### config.mk
export PLATFORM = sky130hd
export DESIGN_NAME = fetch_ctrl
export DESIGN_NICKNAME = d
export VERILOG_FILES = /design/src/rtl/fetch_ctrl.sv
export SDC_FILE = /design/constraint.sdc
export NUM_CORES = 1
export LEC_CHECK = 0
export CAP_MARGIN = 15
export CELL_PAD_IN_SITES_DETAIL_PLACEMENT = 1
export CELL_PAD_IN_SITES_GLOBAL_PLACEMENT = 2
export CORE_UTILIZATION = 25
export DETAILED_ROUTE_END_ITERATION = 16
export PLACE_DENSITY_LB_ADDON = 0.1
export SLEW_MARGIN = 20
export SYNTH_ARGS = -nofsm -noshare
export SYNTH_HDL_FRONTEND = slang
export SYNTH_SLANG_ARGS = --single-unit
export TNS_END_PERCENT = 20
### constraint.sdc
create_clock -name i_clk -period 1.5 [get_ports i_clk]
set_input_delay 0.225 -clock i_clk [delete_from_list [all_inputs] [get_ports i_clk]]
set_output_delay 0.225 -clock i_clk [all_outputs]
set_load 0.01 [all_outputs]
### src/rtl/fetch_ctrl.sv
// Instruction fetch controller: sequences opcode/operand byte reads, PC strobes and opcode issue.
// Optional conditional jump (P_JZ) support is enabled by defining FETCH_COND_JUMP_EN.
module fetch_ctrl #(
  parameter logic [7:0] P_JMP = 8'h10,
  parameter logic [7:0] P_JZ  = 8'h11,
  parameter logic [7:0] P_HLT = 8'hFF
) (
  input  logic        i_clk,
  input  logic        i_reset,
  input  logic        i_run,
  input  logic [7:0]  i_memData,
  input  logic        i_memValid,
  input  logic        i_zero,
  input  logic        i_opReady,
  output logic        o_memRead,
  output logic        o_pcIncr,
  output logic        o_pcLoad,
  output logic        o_pcNoe,
  output logic [15:0] o_pcData,
  output logic [7:0]  o_opcode,
  output logic        o_opValid,
  output logic        o_halted
);

  localparam int unsigned addr_w = 16;
  localparam int unsigned byte_w = 8;

`ifdef FETCH_COND_JUMP_EN
  localparam bit cond_en = 1'b1;
`else
  localparam bit cond_en = 1'b0;
`endif

  typedef enum logic [2:0] {
    S_IDLE, S_FETCH_OP, S_FETCH_LO, S_FETCH_HI, S_LOAD, S_ISSUE, S_HALT
  } state_t;

  state_t state_q, state_d;
  logic   jz_q;
  logic   is_jmp_c, is_jz_c, is_hlt_c;
  state_t resume_c;

  // State register; reset wins over every other input on the same edge.
  always_ff @(posedge i_clk) begin
    if (i_reset) state_q <= S_IDLE;
    else         state_q <= state_d;
  end

  // Next-state and strobe decode.
  always_comb begin
    state_d   = state_q;
    o_memRead = 1'b0;
    o_pcNoe   = 1'b1;
    o_pcIncr  = 1'b0;
    o_pcLoad  = 1'b0;
    o_opValid = 1'b0;
    o_halted  = 1'b0;
    is_jmp_c  = (i_memData == P_JMP);
    is_jz_c   = cond_en && (i_memData == P_JZ);
    is_hlt_c  = (i_memData == P_HLT);
    resume_c  = i_run ? S_FETCH_OP : S_IDLE;
    case (state_q)
      S_IDLE: if (i_run) state_d = S_FETCH_OP;
      S_FETCH_OP, S_FETCH_LO, S_FETCH_HI: begin
        o_memRead = 1'b1;
        o_pcNoe   = 1'b0;
        // A reset on this edge discards the byte, so the PC must not advance either.
        o_pcIncr  = i_memValid && !i_reset;
        if (i_memValid) begin
          case (state_q)
            S_FETCH_OP: begin
              if (is_jmp_c || is_jz_c) state_d = S_FETCH_LO;
              else if (is_hlt_c)       state_d = S_HALT;
              else                     state_d = S_ISSUE;
            end
            S_FETCH_LO: state_d = S_FETCH_HI;
            default:    state_d = (!jz_q || i_zero) ? S_LOAD : resume_c;
          endcase
        end
      end
      S_LOAD: begin
        o_pcLoad = 1'b1;
        state_d  = resume_c;
      end
      S_ISSUE: begin
        o_opValid = 1'b1;
        if (i_opReady) state_d = resume_c;
      end
      S_HALT:  o_halted = 1'b1;
      default: state_d = S_IDLE;
    endcase
  end

  // Opcode and jump-target capture on accepted fetch bytes.
  always_ff @(posedge i_clk) begin
    if (i_reset) begin
      o_pcData <= addr_w'(0);
      o_opcode <= byte_w'(0);
      jz_q     <= 1'b0;
    end else if (i_memValid) begin
      case (state_q)
        S_FETCH_OP: begin
          jz_q <= is_jz_c;
          if (!is_jmp_c && !is_jz_c && !is_hlt_c) o_opcode <= i_memData;
        end
        S_FETCH_LO: o_pcData[7:0]  <= i_memData;
        S_FETCH_HI: o_pcData[15:8] <= i_memData;
        default: ;
      endcase
    end
  end

endmodule
## Word level (Yosys, flattened, before mapping)

Cells that the tools add are included.

- Register bits: 27
- Bits of input ports: 14

- Equality and inequality tests: 11
- Mux-type cells: 14
- Bitwise operators: 1
- Reductions and logical operators: 11

Operators with widths:

| cell | number |
|---|---|
| 3-bit case mux with 5 select lines | 1 |
| 3-bit two-way mux | 4 |
| 3-bit == test (second input constant) | 3 |
| 8-bit by 5-bit == test with 1-bit output (second input constant) | 1 |
| 8-bit == test (second input constant) | 1 |
| 1-bit two-way mux | 7 |
| 3-bit by 2-bit == test with 1-bit output (second input constant) | 2 |
| 2-bit inequality test (second input constant) | 3 |
| 3-bit case mux with 2 select lines | 1 |
| 2-bit AND reduction | 2 |
| 4-bit AND reduction | 1 |
| 3-bit by 1-bit == test with 1-bit output (second input constant) | 1 |
| 1-bit logical NOT | 3 |
| 3-bit logical NOT | 1 |
| 3-bit AND reduction | 1 |
| 3-bit OR reduction | 1 |
| 1-bit logical AND | 2 |
| 2-bit two-way mux | 1 |
| 1-bit NOT | 1 |

## Longest topological paths before layout

- Depth after elaboration: 6
- Gate-level depth with buffers: 6
- Mapped depth without buffers: 4

## Worst setup path before layout

No wires, ideal clock.

- Kind: flip-flop to output port
- Start: register state_q[2]
- End: output o_pcIncr
- Data arrival time: 1.093 ns
- Setup slack: 0.182 ns
- Cell stages (with the launch flop): 5
- Path buffers: 1
- Path through: dfxtp_1 -> buf_4 -> inv_1 -> o21ai_0 -> nor3b_1

- Cells in the longest elaborated chain, start to end: 3
- Elaborated cells on any way between the ends: 5

RTL lines:

| what | RTL line | RTL |
|---|---|---|
| from (decl) | 38 | `state_t state_q, state_d;` |
| from (signal assigned) | 46 | `else state_q <= state_d;` |
| 3-bit by 2-bit == test with 1-bit output or 3-bit by 1-bit == test with 1-bit output (tied branches) | 62 | `case (state_q)` |
| 3-bit OR reduction * | 62 |  |
| 1-bit two-way mux * | 62 |  |
| to (decl) | 16 | `output logic o_pcIncr,` |

Every way passes the cells marked *; elsewhere a longest branch is shown, timed or not.

## Worst setup path in the final report

- Start: register state_q[0]
- End: output o_pcIncr

Same word-level chain as after synthesis.

==> key figures <==
Worst setup path
  – Worst EP required: 1.27 ns
  – CP Launch Type: flip-flop
  – Critical path capture point type: primary output
  – Crit Path Class: reg -> out
  – Slowest cell on crit path: dfxtp_2
  – Crit path buf inv count: 3
  – Critical-path cell list: buf_6 > o21ai_4 > buf_4 > nor3b_2 > buf_2
  – CP delay by family, top: buffers and inverters
  – Reg2reg end: state_q[0]
  – Critical path depth in cells: 5
  – FF-to-FF setup slack: 0.04 ns
  – Largest fanout on the critical path: 8
  – R2r startpoint: state_q[1]
  – Worst path max stage delay: 0.35 ns
  – CP Data Arrival Time: 1.30 ns
  – Reg2reg path depth: 4

Die
  – Core area: 4750 sq um
  – Initial core utilization: 26.2%
  – I/O pins: 44
  – Die Y: 72.6 um
  – Die area: 5280 sq um
  – Die X: 72.6 um
  – Row cnt: 25

STA
  – Final setup fails: 1
  – Max Clk Rate: 658 MHz
  – RSZ-0062 raised after global routing: yes
  – Slew headroom: 76.4%
  – Max Clock Skew: 0.00443 ns
  – Fin crit period: 1.52 ns
  – Tcrit/Tclk final: 101%
  – Slew at the pin closest to its max-slew limit: 0.354 ns
  – Final WS setup: -0.0208 ns
  – Final hold violations: 0
  – Fin. max-slew vios: 0

Drt
  – Drt total wl: 3920 um
  – First DRT Iteration DRCs: 62
  – Mean routed wirelength per cell: 14.3 um
  – DR vias: 1202
  – Post-DRT Antenna Nets: 0
  – # DRC: 0
  – Vias per cell: 4.40
  – 1st-pass router iterations: 4

Placement
  – Pre-CTS WS: -0.908 ns
  – Port Buffer Count: 42
  – Final GP Congestion: 0.737
  – DP Wirelength: 3010 um

Power and ir drop
  – Total Power: 1.44 mW
  – PD cells: 709 nW/um^2
  – P_leak: 0.801 nW
  – Worst VDD drop: 363 uV

CTS
  – # hold bufs at CTS: 0
  – TritonCTS Buffers: 3
  – Clock-pin slew on the worst setup and hold paths: 0.10 ns
  – TritonCTS clock tree: built
  – # clock sinks: 27
  – Clk_lat worst skew: 0.27 ns
  – Root Buffer: clkbuf_8
  – Clk buf depth: 2
  – CTS H-tree depth: 1

Flow run
  – Maxcap violations: 0

Global route
  – First-pass GRT wire length: 6600 um
  – Vias in the first global route: 1335
  – Initial antenna violation count: 0
  – Grt ovf: 0
  – Largest net degree at the start of global routing: 36
  – GRT Overall Usage: 16.3%

Finish
  – Antenna fix cells: 0
  – Final Net Count: 221
  – Layout fillers: 581
  – Share of cells above drive strength 1: 28.2%
  – Syn-to-layout area delta: 62.7%

Logic synthesis
  – Area leader, netlist: dfxtp_1
  – Post-Syn Instances: 138
  – Netlist cell types: 31
  – Synthesized flop and latch total: 27
  – Syn_area_per_cell: 9.04 sq um
  – Sequential area share after synthesis: 43.3%
  – Top_reg_cell synth: dfxtp_1
  – Ys async rst share: 0%
  – Synth top area share: 43.3%
  – Synth warn: 0
  – EDFF count, synth: 0
  – Top cells by area, synth: dfxtp_1, mux2i_1, nand2b_1, nand2_1, nor2_1
  – Synth Net Count: 152
  – Post-Syn Area: 1250 sq um

Min path
  – Worst Hold Class: in -> reg
  – Min-Delay Path Depth: 4
  – Worst Hold End: o_pcData[4]
  – Worst hold path startpoint: i_memData[4]

Run status
  – Failing checks: negative setup slack
  – Run status: finished, violations left
area by class of cell:
class                           count  area [sq um]  area share [%]
Clock inverter                      1          5.00           0.247
Tap cell                           67          83.8            4.13
Timing Repair Buffer               73           658            32.4
Sequential cell                    27           547            26.9
Multi-Input combinational cell     99           683            33.7
Clock buffer                        3          41.3            2.03
Inverter                            3          11.3           0.555
logic make-up (layout without fill, tap and decap cells):
group	after synthesis	count (layout)	synth area share, %
and+or+nand+nor	66	66	29.8
DFF	27	27	43.3
AOI/OAI and AO/OA	17	17	9.03
buffers and inverters	12	80	5.02
muxes	16	16	12.8
synthesized netlist by cell type, types with 2 or more instances:
master and n:
dfxtp_1 27, nand2_1 19, mux2i_1 16, nor2_1 15
nand2b_1 14, a21oi_1 9, buf_4 4, or2b_1 4
clkbuf_1 3, buf_2 2, inv_1 2, nand4_1 2
nor3_1 2, nor4b_2 2
layout by cell type, fill, tap and decap left out, types with 2 or more instances in the layout:
cell type / netlist / final
buf_6: 0 / 2
buf_2: 2 / 2
buf_4: 4 / 28
clkbuf_2: 0 / 2
mux2i_1: 16 / 16
or2b_1: 4 / 4
nand2_1: 19 / 19
clkbuf_8: 0 / 3
nor3_1: 2 / 2
nand4_1: 2 / 2
a21oi_1: 9 / 9
nor2_1: 15 / 14
dfxtp_2: 0 / 2
dlymetal6s2s_1: 0 / 4
clkdlybuf4s50_1: 0 / 28
dlygate4sd2_1: 0 / 5
inv_2: 1 / 2
nand2b_1: 14 / 14
dfxtp_1: 27 / 24
per-layer routing:
layer | wire (um) | part of all wire (%) | GRT usage, % | vias to the layer above
li1 | - | - | - | 599
met1 | 1890 | 48 | 21.4 | 576
met2 | 1880 | 48 | 28.2 | 23
met3 | 113 | 2.9 | 2.49 | 4
met4 | 25 | 0.64 | 3.27 | 0
met5 | 0 | 0 | 0 | -
what timing repair did:
action,CTS,global route
pin swaps,3,2
buffers inserted,2,2
gates resized for setup,27,15
setup endpoints to repair,16,24
worst max-delay path by stage:
stage,from,endpoint,slack (ns)
after detailed placement,i_memData[6],o_opcode[2],-0.91
after global placement,i_memData[0],o_opcode[7],-0.79
after global routing,state_q[0],o_pcIncr,-0.07
final,state_q[0],o_pcIncr,-0.02
after floorplan,state_q[2],o_pcIncr,0.18
after CTS,i_memData[4],state_q[0],-0.1
through the flow:
stage	TNS (ns)	hold slack, ns	instances	util (%)	instance area [sq um]
finish	-0.0208	0.373	273	42.7	2030
global route	-0.108	0.391	273	42.7	2030
CTS	-0.264	0.471	271	42.1	2000
detailed placement	-11.04	0.455	265	40.3	1920
global placement	-9.89	0.447	265	40.3	1920
floorplan	0	0.361	138	-	1250
registers in the layout (all words and copies together), names as in the netlist:
signal / count
o_pcData: 16
o_opcode: 8
state_q: 3
power by group:
part / switching [mW] / total [mW] / internal (mW)
Combinational: 0.123 / 0.270 / 0.148
Clock: 0.239 / 0.426 / 0.186
Sequential: 0.0101 / 0.742 / 0.732
worst min-delay path, cell delays in order:
cell and delay (ns):
dlymetal6s2s_1 0.12, buf_4 0.14, mux2i_1 0.06, nor2_1 0.07
(Power assumes the default switching activity.)
